--- src/rtl/keycode_evt_pkg.sv ---
// Shared types and constants for the keycode event generator.
// Event encoding, FSM states and the FIFO word format live here.
package keycode_evt_pkg;

    typedef enum logic [1:0] {
        EVT_NONE    = 2'b00,
        EVT_PRESS   = 2'b01,
        EVT_RELEASE = 2'b10,
        EVT_REPEAT  = 2'b11
    } evt_type_t;

    typedef enum logic [1:0] {
        S_IDLE,
        S_REL,
        S_PRESS
    } state_t;

    // "type" is a reserved word, so the kind field is named etype.
    typedef struct packed {
        evt_type_t  etype;
        logic [7:0] code;
    } evt_t;

    localparam logic [7:0] KEY_NONE = 8'h00;

    function automatic evt_t make_evt(input evt_type_t t, input logic [7:0] c);
        evt_t e;
        e.etype = t;
        e.code  = c;
        return e;
    endfunction

endpackage

--- src/rtl/keycode_evt_fifo.sv ---
// First-word-fall-through event FIFO with a sticky drop flag.
// Simultaneous push and pop are both honoured even when full.
module keycode_evt_fifo
    import keycode_evt_pkg::*;
#(
    parameter int unsigned DEPTH = 8
) (
    input  logic clk,
    input  logic reset,
    input  logic push,
    input  evt_t push_evt,
    input  logic pop_ready,
    input  logic ovf_clear,
    output logic head_valid,
    output evt_t head_evt,
    output logic ovf
);

    localparam int unsigned AW = (DEPTH > 1) ? $clog2(DEPTH) : 1;
    localparam int unsigned CW = $clog2(DEPTH + 1);

    evt_t          mem [DEPTH];
    logic [AW-1:0] rd_ptr;
    logic [AW-1:0] wr_ptr;
    logic [CW-1:0] count;
    logic          full;
    logic          empty;
    logic          pop;
    logic          wr_en;
    logic          drop;

    assign empty = (count == '0);
    assign full  = (count == CW'(DEPTH));
    assign pop   = !empty && pop_ready;
    // A pop frees the head slot this same edge, so a push into a full FIFO still lands.
    assign wr_en = push && (!full || pop);
    assign drop  = push && full && !pop;

    assign head_valid = !empty;
    assign head_evt   = empty ? '0 : mem[rd_ptr];

    always_ff @(posedge clk) begin
        if (wr_en) begin
            mem[wr_ptr] <= push_evt;
        end
    end

    always_ff @(posedge clk) begin
        if (reset) begin
            rd_ptr <= '0;
            wr_ptr <= '0;
            count  <= '0;
            ovf    <= 1'b0;
        end else begin
            if (wr_en) begin
                wr_ptr <= wr_ptr + AW'(1);
            end
            if (pop) begin
                rd_ptr <= rd_ptr + AW'(1);
            end
            case ({wr_en, pop})
                2'b10:   count <= count + CW'(1);
                2'b01:   count <= count - CW'(1);
                default: count <= count;
            endcase
            if (drop) begin
                ovf <= 1'b1;
            end else if (ovf_clear) begin
                ovf <= 1'b0;
            end
        end
    end

endmodule

--- src/rtl/keycode_event_gen.sv ---
// Turns the level-style keycode from the SoC PIO into a buffered stream
// of press / release / auto-repeat events with a stability filter.
module keycode_event_gen
    import keycode_evt_pkg::*;
#(
    parameter int unsigned STABLE_CYCLES = 4,
    parameter int unsigned REPEAT_DELAY  = 25_000_000,
    parameter int unsigned REPEAT_PERIOD = 5_000_000,
    parameter int unsigned DEPTH         = 8
) (
    input  logic       Clk,
    input  logic       Reset,
    input  logic [7:0] keycode_in,
    input  logic       ovf_clear,
    output logic       evt_valid,
    input  logic       evt_ready,
    output logic [1:0] evt_type,
    output logic [7:0] evt_code,
    output logic [7:0] cur_key,
    output logic       ovf
);

    localparam int unsigned SW   = $clog2(STABLE_CYCLES + 1);
    localparam int unsigned RMAX = (REPEAT_DELAY > REPEAT_PERIOD) ? REPEAT_DELAY : REPEAT_PERIOD;
    localparam int unsigned RW   = $clog2(RMAX + 1);

    logic [7:0]    cand;
    logic [SW-1:0] cnt;
    logic [SW-1:0] cnt_next;
    logic [7:0]    old_key;
    state_t        state;
    logic [RW-1:0] rpt_cnt;
    logic          accept;
    logic          rpt_fire;
    logic          push;
    evt_t          push_evt;
    evt_t          head_evt;

    // Acceptance looks at the count this edge will store, so a key held from
    // cycle t is taken on the edge that ends cycle t+STABLE_CYCLES-1.
    always_comb begin
        if (keycode_in != cand) begin
            cnt_next = SW'(1);
        end else if (cnt < SW'(STABLE_CYCLES)) begin
            cnt_next = cnt + SW'(1);
        end else begin
            cnt_next = cnt;
        end
    end

    assign accept   = (state == S_IDLE) && (cnt_next == SW'(STABLE_CYCLES))
                      && (keycode_in != cur_key);
    assign rpt_fire = (state == S_IDLE) && !accept && (cur_key != KEY_NONE)
                      && (rpt_cnt == RW'(1));

    always_comb begin
        push     = 1'b0;
        push_evt = '0;
        case (state)
            S_REL: begin
                push     = 1'b1;
                push_evt = make_evt(EVT_RELEASE, old_key);
            end
            S_PRESS: begin
                push     = 1'b1;
                push_evt = make_evt(EVT_PRESS, cur_key);
            end
            default: begin
                if (rpt_fire) begin
                    push     = 1'b1;
                    push_evt = make_evt(EVT_REPEAT, cur_key);
                end
            end
        endcase
    end

    always_ff @(posedge Clk) begin
        if (Reset) begin
            cand    <= KEY_NONE;
            cnt     <= '0;
            old_key <= KEY_NONE;
            cur_key <= KEY_NONE;
            rpt_cnt <= '0;
            state   <= S_IDLE;
        end else begin
            cand <= keycode_in;
            cnt  <= cnt_next;
            case (state)
                S_IDLE: begin
                    if (accept) begin
                        old_key <= cur_key;
                        cur_key <= keycode_in;
                        rpt_cnt <= '0;
                        state   <= (cur_key != KEY_NONE) ? S_REL : S_PRESS;
                    end else if (cur_key != KEY_NONE && rpt_cnt != '0) begin
                        rpt_cnt <= rpt_fire ? RW'(REPEAT_PERIOD) : rpt_cnt - RW'(1);
                    end
                end
                S_REL: begin
                    state <= (cur_key != KEY_NONE) ? S_PRESS : S_IDLE;
                end
                S_PRESS: begin
                    rpt_cnt <= RW'(REPEAT_DELAY);
                    state   <= S_IDLE;
                end
                default: begin
                    state <= S_IDLE;
                end
            endcase
        end
    end

    keycode_evt_fifo #(
        .DEPTH(DEPTH)
    ) u_fifo (
        .clk       (Clk),
        .reset     (Reset),
        .push      (push),
        .push_evt  (push_evt),
        .pop_ready (evt_ready),
        .ovf_clear (ovf_clear),
        .head_valid(evt_valid),
        .head_evt  (head_evt),
        .ovf       (ovf)
    );

    assign evt_type = head_evt.etype;
    assign evt_code = head_evt.code;

endmodule
--- config.mk ---
export PLATFORM = sky130hd
export DESIGN_NAME = keycode_event_gen
export DESIGN_NICKNAME = d
export VERILOG_FILES = /design/src/rtl/keycode_evt_pkg.sv /design/src/rtl/keycode_evt_fifo.sv /design/src/rtl/keycode_event_gen.sv
export SDC_FILE = /design/constraint.sdc
export NUM_CORES = 1
export LEC_CHECK = 0
export ABC_AREA = 1
export CAP_MARGIN = 0
export CORE_AREA = 2 2 155 157
export CTS_CLUSTER_SIZE = 12
export DETAILED_ROUTE_END_ITERATION = 7
export DIE_AREA = 0 0 157 159
export GPL_ROUTABILITY_DRIVEN = 0
export HOLD_SLACK_MARGIN = 0.15
export PLACE_DENSITY = 0.45
export SLEW_MARGIN = 0
export SYNTH_ARGS = -nofsm -noshare
export SYNTH_HDL_FRONTEND = slang
export SYNTH_SLANG_ARGS = --single-unit
--- constraint.sdc ---
create_clock -name Clk -period 2.4 [get_ports Clk]
set_input_delay 0.36 -clock Clk [delete_from_list [all_inputs] [get_ports Clk]]
set_output_delay 0.36 -clock Clk [all_outputs]
set_load 0.02 [all_outputs]
==> impl_metrics.env, run 1 <==
export IMPL_peakVddDrop_mv=0.631
export IMPL_drive_above_1_share_pct=21.3
export IMPL_synth_edf_count=80
export IMPL_grt_ovfl_total=0
export IMPL_crit_type="reg -> out"
export IMPL_synthFlopType="edfxtp_1"
export IMPL_crit_path_end_kind="primary output"
export IMPL_drt_pass1_iterations=5
export IMPL_cp_start_kind="flip-flop"
export IMPL_dp_cells=1194
export IMPL_diodes=0
export IMPL_clock_path_buffers=2
export IMPL_finalNetCount=919
export IMPL_worst_slack_ns=0.163
export IMPL_yosys_area_top_type="edfxtp_1"
export IMPL_wirelength_mm=18.3
export IMPL_p_clk_share_pct=34.1
export IMPL_setup_viol=0
export IMPL_worst_pin_slew_ns=0.494
export IMPL_rows=56
export IMPL_switching_share_pct=33.5
export IMPL_ys_ff_latch=148
export IMPL_dieArea_sq_um=25000
export IMPL_start_util_pct=29.5
export IMPL_rsz0062_at_grt="false"
export IMPL_arrival_ns=1.88
export IMPL_drv_cap=0
export IMPL_postSynthAreaPerCell_sq_um=8.69
export IMPL_clock_latency_ns=0.42
export IMPL_max_freq_mhz=447
export IMPL_p_leak_nw=3.61
export IMPL_design_area_sq_um=8930
export IMPL_wl_per_cell_um=14.9
export IMPL_crit_fanout=8
export IMPL_timing_final_crit_period_ns=2.24
export IMPL_p_switching_mw=2.90
export IMPL_synth_top_area_share_pct=35.1
export IMPL_drc=0
export IMPL_ys_top_cells_by_count="nor2_1, nand2_1, o21ai_0"
export IMPL_cts_buffers=17
export IMPL_grt_pass1_wl_mm=28.9
export IMPL_die_h_um=159
export IMPL_power_density_nw_per_um2=969
export IMPL_clock_skew_ns=0.0106
export IMPL_via_count=5578
export IMPL_root_buffer="clkbuf_16"
export IMPL_grt_pass1_vias=5270
export IMPL_fill_cells=2339
export IMPL_final_hold_viol_count=0
export IMPL_post_route_period_util_pct=93.2
export IMPL_coreArea_sq_um=23200
export IMPL_maxSlewHeadroom_pct=66.7
export IMPL_intPower_mw=5.75
export IMPL_htreeDepth=4
export IMPL_status="completed"
export IMPL_clk_pin_slew_ns=0.06
export IMPL_async_reset_ff_share_pct=0
export IMPL_synthToLayoutAreaGrowth_pct=30.4
export IMPL_cts_tree="built"
export IMPL_slew_viol_final=0
export IMPL_synthesis_nets=809
export IMPL_synthTopCellsByArea="edfxtp_1, dfxtp_1, o21ai_0, nor2_1, nand2_1"
export IMPL_ys_types=40
export IMPL_pwr_share_seq_pct=33.0
export IMPL_min_path_type="in -> reg"
export IMPL_yosysSeqAreaShare_pct=54.9
export IMPL_drt_iter0_markers=357
export IMPL_clock_sinks=148
export IMPL_total_power_mw=8.65
export IMPL_holdWs_ns=0.282
export IMPL_grt_max_degree=26
export IMPL_final_cells=1230
export IMPL_pre_cts_slack_ns=-0.292
export IMPL_postPlaceCellArea_sq_um=8190
export IMPL_worst_ep_required_time_ns=2.04
export IMPL_hpwl_mm=12.9
export IMPL_routed_via_density=4.53
export IMPL_combPwrFrac_pct=32.9
export IMPL_yosysMostFrequentCell="nor2_1"
export IMPL_io_pins=32
export IMPL_grt_usage_pct=15.0
export IMPL_antenna_found_initial=0
export IMPL_yosys_warnings=0
export IMPL_ant_nets=0
export IMPL_fp_dieW_um=157
export IMPL_syn_inst=788
export IMPL_netlist_area_sq_um=6850
export IMPL_port_buffers=31
## per-layer routing
metal | global-route usage, % | wire (um)
met3 | 2.69 | 575
met1 | 20.8 | 8890
met4 | 4.05 | 262
met2 | 24.1 | 8590
met5 | 0 | 0
## worst paths after layout
check,startpoint,endpoint,slack (ns),cells after the start
worst max-delay path,flip-flop,evt_type[1],0.16,6
worst min register to register,u_fifo.rd_ptr[2]$_SDFFE_PP0P_,u_fifo.rd_ptr[2]$_SDFFE_PP0P_,0.46,2
worst min-delay path,keycode_in[7],cur_key[7]$_SDFFE_PP0P_,0.28,3
worst max register to register,cnt[0]$_SDFF_PP0_,u_fifo.mem[0][7]$_DFFE_PP_,0.17,12
## state kept, by name, summed over array words and instances, names as in the netlist, named ones only
signal,cells
u_fifo.count,4
cur_key,8
u_fifo.wr_ptr,3
state,2
u_fifo.rd_ptr,3
rpt_cnt,25
cnt,3
old_key,8
u_fifo.mem,80
cand,8
u_fifo.ovf,1
## cells by family (layout without fill, tap and decap cells)
| logic type | after synthesis | in the layout | synth area share, % |
|---|---|---|---|
| AOI/OAI and AO/OA | 179 | 179 | 13.8 |
| xor gates and xnor gates | 19 | 19 | 2.43 |
| buffers and inverters | 112 | 235 | 6.56 |
| adders and majority gates | 9 | 9 | 1.64 |
| DFF | 148 | 148 | 54.9 |
| muxes | 1 | 1 | 0.146 |
| and+or+nand+nor | 320 | 320 | 20.5 |
## timing repair
action,in CTS,in global routing
endpoints found under the setup margin,10,169
resized for setup,29,65
pin swaps,0,3
hold buffers,0,0
cloned,0,2
buffers inserted,0,2
## power by group through the flow
stage               clock network, mW  logic, mW  registers, mW
floorplan                           0       1.71           2.89
global placement                    0       2.95           2.90
detailed placement                  0       2.94           2.90
CTS                              3.01       2.88           2.85
global route                     3.13       3.16           2.87
finish                           2.95       2.85           2.85
## metrics by stage
stage | utilization (%) | setup TNS, ns
5_1_grt | 38.5 | 0
3_3_place_gp | 35.3 | -39.91
6_report | 38.5 | 0
3_5_place_dp | 35.3 | -42.06
4_1_cts | 38.1 | -0.0608
2_1_floorplan | - | -2.14
## critical path, stage by stage (launching register included)
cell	delay (ns)
dfxtp_1	0.37
buf_4	0.18
o21ai_0	0.11
o22ai_1	0.26
o21ai_0	0.13
a31oi_1	0.22
buf_4	0.19
## cell usage in the layout (no fill, tap or decap), drive strengths merged, types with 3 or more instances in the layout
cell / instances
a21oi: 43
nor2: 143
a31oi: 13
nand3: 27
nand3b: 4
buf: 97
edfxtp: 80
clkdlybuf4s50: 18
ha: 9
o21ai: 109
inv: 83
clkbuf: 22
xor2: 10
dlymetal6s2s: 3
nand2: 113
xnor2: 9
clkinv: 3
o22ai: 10
dfxtp: 68
nor3: 19
bufinv: 5
clkinvlp: 4
nand4: 11
## layout make-up
| class | count | area (sq um) | share of cell area [%] |
|---|---|---|---|
| clock inverters | 15 | 228 | 2.55 |
| flip-flops and latches | 148 | 3770 | 42.2 |
| inverters | 80 | 305 | 3.42 |
| well taps | 319 | 399 | 4.47 |
| multi-input cells | 528 | 2720 | 30.5 |
| clock buffers | 17 | 425 | 4.76 |
| repair buffers | 123 | 1080 | 12.1 |
No activity file was read; power rests on OpenSTA's default activity.
==> run 2: changes to the inputs <==
--- a/config.mk
+++ b/config.mk
@@ -11,9 +11,10 @@
 export CTS_CLUSTER_SIZE = 12
 export DETAILED_ROUTE_END_ITERATION = 7
 export DIE_AREA = 0 0 157 159
+export DONT_BUFFER_PORTS = 1
 export GPL_ROUTABILITY_DRIVEN = 0
 export HOLD_SLACK_MARGIN = 0.15
-export PLACE_DENSITY = 0.45
+export PLACE_DENSITY = 0.43
 export SLEW_MARGIN = 0
 export SYNTH_ARGS = -nofsm -noshare
 export SYNTH_HDL_FRONTEND = slang
==> impl_metrics.env, run 2 (synthesis gave the netlist of run 1 again) <==
export IMPL_crit_type="reg -> out"
export IMPL_worst_pin_slew_ns=0.700
export IMPL_coreArea_sq_um=23200
export IMPL_wl_per_cell_um=15.3
export IMPL_wirelength_mm=18.8
export IMPL_reg_top3="u_fifo.mem: 80 flops, rpt_cnt: 25 flops"
export IMPL_root_buffer="clkbuf_16"
export IMPL_holdWs_ns=0.161
export IMPL_diodes=0
export IMPL_ant_nets=0
export IMPL_crit_path_end_kind="primary output"
export IMPL_rrSetupSlack_ns=0.13
export IMPL_cp_start_kind="flip-flop"
export IMPL_max_freq_mhz=434
export IMPL_clock_skew_ns=0.0144
export IMPL_final_common_cell="nor2_1"
export IMPL_final_core_util_pct=38.3
export IMPL_slew_viol_final=0
export IMPL_arrival_ns=1.94
export IMPL_drt_iter0_markers=295
export IMPL_setup_viol=0
export IMPL_finalNetCount=914
export IMPL_timing_rr_end="u_fifo.mem[2][2]$_DFFE_PP_"
export IMPL_dieArea_sq_um=25000
export IMPL_grt_usage_pct=14.8
export IMPL_antenna_found_initial=0
export IMPL_synthToLayoutAreaGrowth_pct=29.8
export IMPL_clock_sinks=148
export IMPL_drt_pass1_iterations=5
export IMPL_wl_met3_um=692
export IMPL_clock_path_buffers=2
export IMPL_met1_length_mm=9.03
export IMPL_grt_ovfl_total=0
export IMPL_fp_dieW_um=157
export IMPL_clock_latency_ns=0.43
export IMPL_min_path_type="in -> reg"
export IMPL_cts_tree="built"
export IMPL_drc=0
export IMPL_p_leak_nw=3.60
export IMPL_grt_max_degree=36
export IMPL_crit_end="evt_code[0]"
export IMPL_timing_final_crit_period_ns=2.30
export IMPL_peakVddDrop_mv=0.460
export IMPL_r2r_cells=12
export IMPL_status="completed"
export IMPL_start_util_pct=29.5
export IMPL_top_register="u_fifo.mem"
export IMPL_crit_fanout=5
export IMPL_drive_above_1_share_pct=20.8
export IMPL_hpwl_mm=11.7
export IMPL_rows=56
export IMPL_worst_ep_required_time_ns=2.04
export IMPL_clk_pin_slew_ns=0.07
export IMPL_io_pins=32
export IMPL_final_hold_viol_count=0
export IMPL_top_layer="met4"
export IMPL_die_h_um=159
export IMPL_power_density_nw_per_um2=963
export IMPL_total_power_mw=8.56
export IMPL_port_buffers=0
export IMPL_cts_buffers=17
export IMPL_wl_met2_mm=8.90
export IMPL_grt_pass1_wl_mm=28.5
export IMPL_largest_reg_flops=80
export IMPL_maxSlewHeadroom_pct=53.3
export IMPL_fill_cells=2366
export IMPL_drv_cap=0
export IMPL_post_route_period_util_pct=96.0
export IMPL_layout_common_cells="nor2_1, nand2_1, o21ai_0, buf_4, edfxtp_1"
export IMPL_r2r_start="cnt[0]$_SDFF_PP0_"
export IMPL_htreeDepth=4
export IMPL_grt_pass1_vias=5360
export IMPL_routed_via_density=4.49
export IMPL_via_count=5503
## run 2: power by group
part / internal [mW] / total, mW / switching [mW]
clock network: 1.41 / 2.67 / 1.26
logic: 1.25 / 3.02 / 1.77
registers: 2.77 / 2.87 / 0.103
## run 2: layer usage
layer	track usage, %	up-vias
met5	0	-
met2	24.2	80
li1	-	2874
met3	3.70	11
met1	19.6	2538
met4	3.88	0
## run 2: final cells by class
| cell class | instances | area, sq um | area share [%] |
|---|---|---|---|
| Clock inverter | 15 | 173 | 1.94 |
| Inverter | 80 | 312 | 3.50 |
| Multi-Input combinational cell | 529 | 2680 | 30.2 |
| Tap cell | 319 | 399 | 4.49 |
| Clock buffer | 17 | 425 | 4.78 |
| Timing Repair Buffer | 116 | 1120 | 12.6 |
| Timing Repair inverter | 1 | 7.51 | 0.0844 |
| Sequential cell | 148 | 3770 | 42.4 |
## run 2: critical path, cell delays in order (launching register included)
cell	delay, ns
dfxtp_4	0.37
buf_12	0.12
clkinvlp_4	0.19
clkbuf_16	0.22
nor2_1	0.09
o21ai_1	0.07
a31oi_1	0.25
buf_4	0.20
## run 2: timing repair
action | in CTS | in global routing
hold buffers | 10 | 0
setup endpoints to repair | 12 | 96
resized for setup | 3 | 29
gates cloned | 0 | 7
endpoints found under the hold margin | 31 | 0
pin swaps | 0 | 9
buffers inserted | 0 | 9
## run 2: stage by stage
| step | std cells | setup TNS [ns] | setup slack [ns] | cell area (sq um) |
|---|---|---|---|---|
| floorplan | 788 | -2.14 | -0.0536 | 6860 |
| global placement | 1167 | 0 | 0.0546 | 7920 |
| detailed placement | 1167 | 0 | 0.0185 | 7920 |
| CTS | 1209 | 0 | 0.00239 | 8630 |
| global route | 1225 | -0.266 | -0.0329 | 8890 |
| finish | 1225 | 0 | 0.0971 | 8890 |
## run 2: worst min-delay path by stage
stage,startpoint,endpoint,slack (ns),cells after the start
final,evt_ready,u_fifo.ovf$_SDFFE_PP0P_,0.16,3
after detailed placement,Reset,rpt_cnt[3]$_SDFFE_PP0P_,0.44,1
after global placement,Reset,rpt_cnt[3]$_SDFFE_PP0P_,0.44,1
after CTS,evt_ready,u_fifo.ovf$_SDFFE_PP0P_,0.15,3
after global routing,evt_ready,u_fifo.ovf$_SDFFE_PP0P_,0.16,3
after floorplan,Reset,rpt_cnt[1]$_SDFFE_PP0P_,0.43,1
==> run 3: changes to the inputs <==
--- a/config.mk
+++ b/config.mk
@@ -14,7 +14,9 @@
 export DONT_BUFFER_PORTS = 1
 export GPL_ROUTABILITY_DRIVEN = 0
 export HOLD_SLACK_MARGIN = 0.15
+export MAX_ROUTING_LAYER = met4
 export PLACE_DENSITY = 0.43
+export SKIP_LAST_GASP = 1
 export SLEW_MARGIN = 0
 export SYNTH_ARGS = -nofsm -noshare
 export SYNTH_HDL_FRONTEND = slang
==> impl_metrics.env, run 3 (synthesis gave the netlist of run 1 again) <==
export IMPL_layout_common_cells="nor2_1, nand2_1, o21ai_0, buf_4, edfxtp_1"
export IMPL_peakVddDrop_mv=0.458
export IMPL_largest_reg_flops=80
export IMPL_worst_pin_slew_ns=0.710
export IMPL_r2r_start="cnt[0]$_SDFF_PP0_"
export IMPL_clock_latency_ns=0.43
export IMPL_clock_skew_ns=0.0135
export IMPL_maxSlewHeadroom_pct=52.6
export IMPL_wl_per_cell_um=15.3
export IMPL_grt_ovfl_total=0
export IMPL_crit_fanout=5
export IMPL_max_freq_mhz=438
export IMPL_grt_pass1_vias=5361
export IMPL_total_power_mw=8.55
export IMPL_final_common_cell="nor2_1"
export IMPL_top_layer="met4"
export IMPL_clk_pin_slew_ns=0.07
export IMPL_diodes=0
export IMPL_grt_usage_pct=15.3
export IMPL_die_h_um=159
export IMPL_start_util_pct=29.5
export IMPL_rows=56
export IMPL_wirelength_mm=18.7
export IMPL_holdWs_ns=0.161
export IMPL_post_route_period_util_pct=95.2
export IMPL_rrSetupSlack_ns=0.13
export IMPL_r2r_cells=12
export IMPL_wl_met2_mm=8.82
export IMPL_power_density_nw_per_um2=961
export IMPL_status="completed"
export IMPL_fp_dieW_um=157
export IMPL_routed_via_density=4.50
export IMPL_final_hold_viol_count=0
export IMPL_antenna_found_initial=0
export IMPL_p_leak_nw=3.60
export IMPL_arrival_ns=1.92
export IMPL_coreArea_sq_um=23200
export IMPL_cp_start_kind="flip-flop"
export IMPL_clock_sinks=148
export IMPL_ant_nets=0
export IMPL_port_buffers=0
export IMPL_grt_pass1_wl_mm=28.5
export IMPL_wl_met3_um=771
export IMPL_drt_iter0_markers=308
export IMPL_setup_tns_final_ns=0
export IMPL_worst_ep_required_time_ns=2.04
export IMPL_dp_cells=1167
export IMPL_via_count=5507
export IMPL_slew_viol_final=0
export IMPL_drt_pass1_iterations=5
export IMPL_crit_end="evt_code[0]"
export IMPL_hpwl_mm=11.7
export IMPL_met1_length_mm=8.93
export IMPL_crit_type="reg -> out"
export IMPL_crit_path_end_kind="primary output"
export IMPL_cts_buffers=17
export IMPL_cts_tree="built"
export IMPL_htreeDepth=4
export IMPL_final_cells=1225
export IMPL_grt_max_degree=36
export IMPL_root_buffer="clkbuf_16"
export IMPL_finalNetCount=914
export IMPL_reg_top3="u_fifo.mem: 80 flops, rpt_cnt: 25 flops"
export IMPL_clock_path_buffers=2
export IMPL_drc=0
export IMPL_synthToLayoutAreaGrowth_pct=29.8
export IMPL_timing_final_crit_period_ns=2.28
export IMPL_io_pins=32
export IMPL_min_path_type="in -> reg"
export IMPL_dieArea_sq_um=25000
export IMPL_top_register="u_fifo.mem"
export IMPL_timing_rr_end="u_fifo.mem[7][3]$_DFFE_PP_"
export IMPL_drive_above_1_share_pct=20.8
export IMPL_setup_viol=0
export IMPL_final_core_util_pct=38.3
export IMPL_drv_cap=0
-- run 3: cell counts in the layout (fill, tap and decap cells not counted) --
No cell type changed its count.
-- run 3: layout make-up --
class | count | area [sq um]
Fill cell | 2366 | 14300
Sequential cell | 148 | 3770
Multi-Input combinational cell | 529 | 2680
Timing Repair Buffer | 116 | 1120
Clock buffer | 17 | 425
Tap cell | 319 | 399
Inverter | 80 | 312
Clock inverter | 15 | 173
Timing Repair inverter | 1 | 7.51
-- run 3: through the flow --
step | setup WS [ns] | area [sq um]
2_1_floorplan | -0.0536 | 6860
3_3_place_gp | 0.0546 | 7920
3_5_place_dp | 0.0185 | 7920
4_1_cts | 0.00239 | 8630
5_1_grt | -0.0329 | 8890
6_report | 0.115 | 8890
-- run 3: worst min path at each step --
stage	start	slack [ns]	end	cells after the start
floorplan	Reset	0.43	rpt_cnt[1]$_SDFFE_PP0P_	1
detailed placement	Reset	0.44	rpt_cnt[3]$_SDFFE_PP0P_	1
global route	evt_ready	0.16	u_fifo.ovf$_SDFFE_PP0P_	3
global placement	Reset	0.44	rpt_cnt[3]$_SDFFE_PP0P_	1
CTS	evt_ready	0.15	u_fifo.ovf$_SDFFE_PP0P_	3
finish	evt_ready	0.16	u_fifo.ovf$_SDFFE_PP0P_	3
-- run 3: routing by layer --
metal | vias up | track usage [%]
met5 | - | -
met4 | 0 | 4.13
met3 | 14 | 3.38
met2 | 84 | 24.3
met1 | 2535 | 19.7
li1 | 2874 | -
-- run 3: what timing repair did --
item | in CTS | in global routing
endpoints found under the setup margin | 12 | 96
resized for setup | 3 | 29
hold endpoints to repair | 31 | 0
cloned | 0 | 7
pin swaps | 0 | 9
setup buffers | 0 | 9
hold buffers | 10 | 0
-- run 3: power by group --
| part | internal, mW | total (mW) | switching (mW) |
|---|---|---|---|
| clock network | 1.41 | 2.66 | 1.25 |
| registers | 2.77 | 2.87 | 0.102 |
| logic | 1.25 | 3.02 | 1.77 |
| total | 5.43 | 8.55 | 3.12 |
-- run 3: worst max-delay path: stages (launching register included) --
cell        delay [ns]
dfxtp_4           0.37
buf_12            0.12
clkinvlp_4        0.19
clkbuf_16         0.22
nor2_1            0.09
o21ai_1           0.07
a31oi_1           0.24
buf_4             0.19
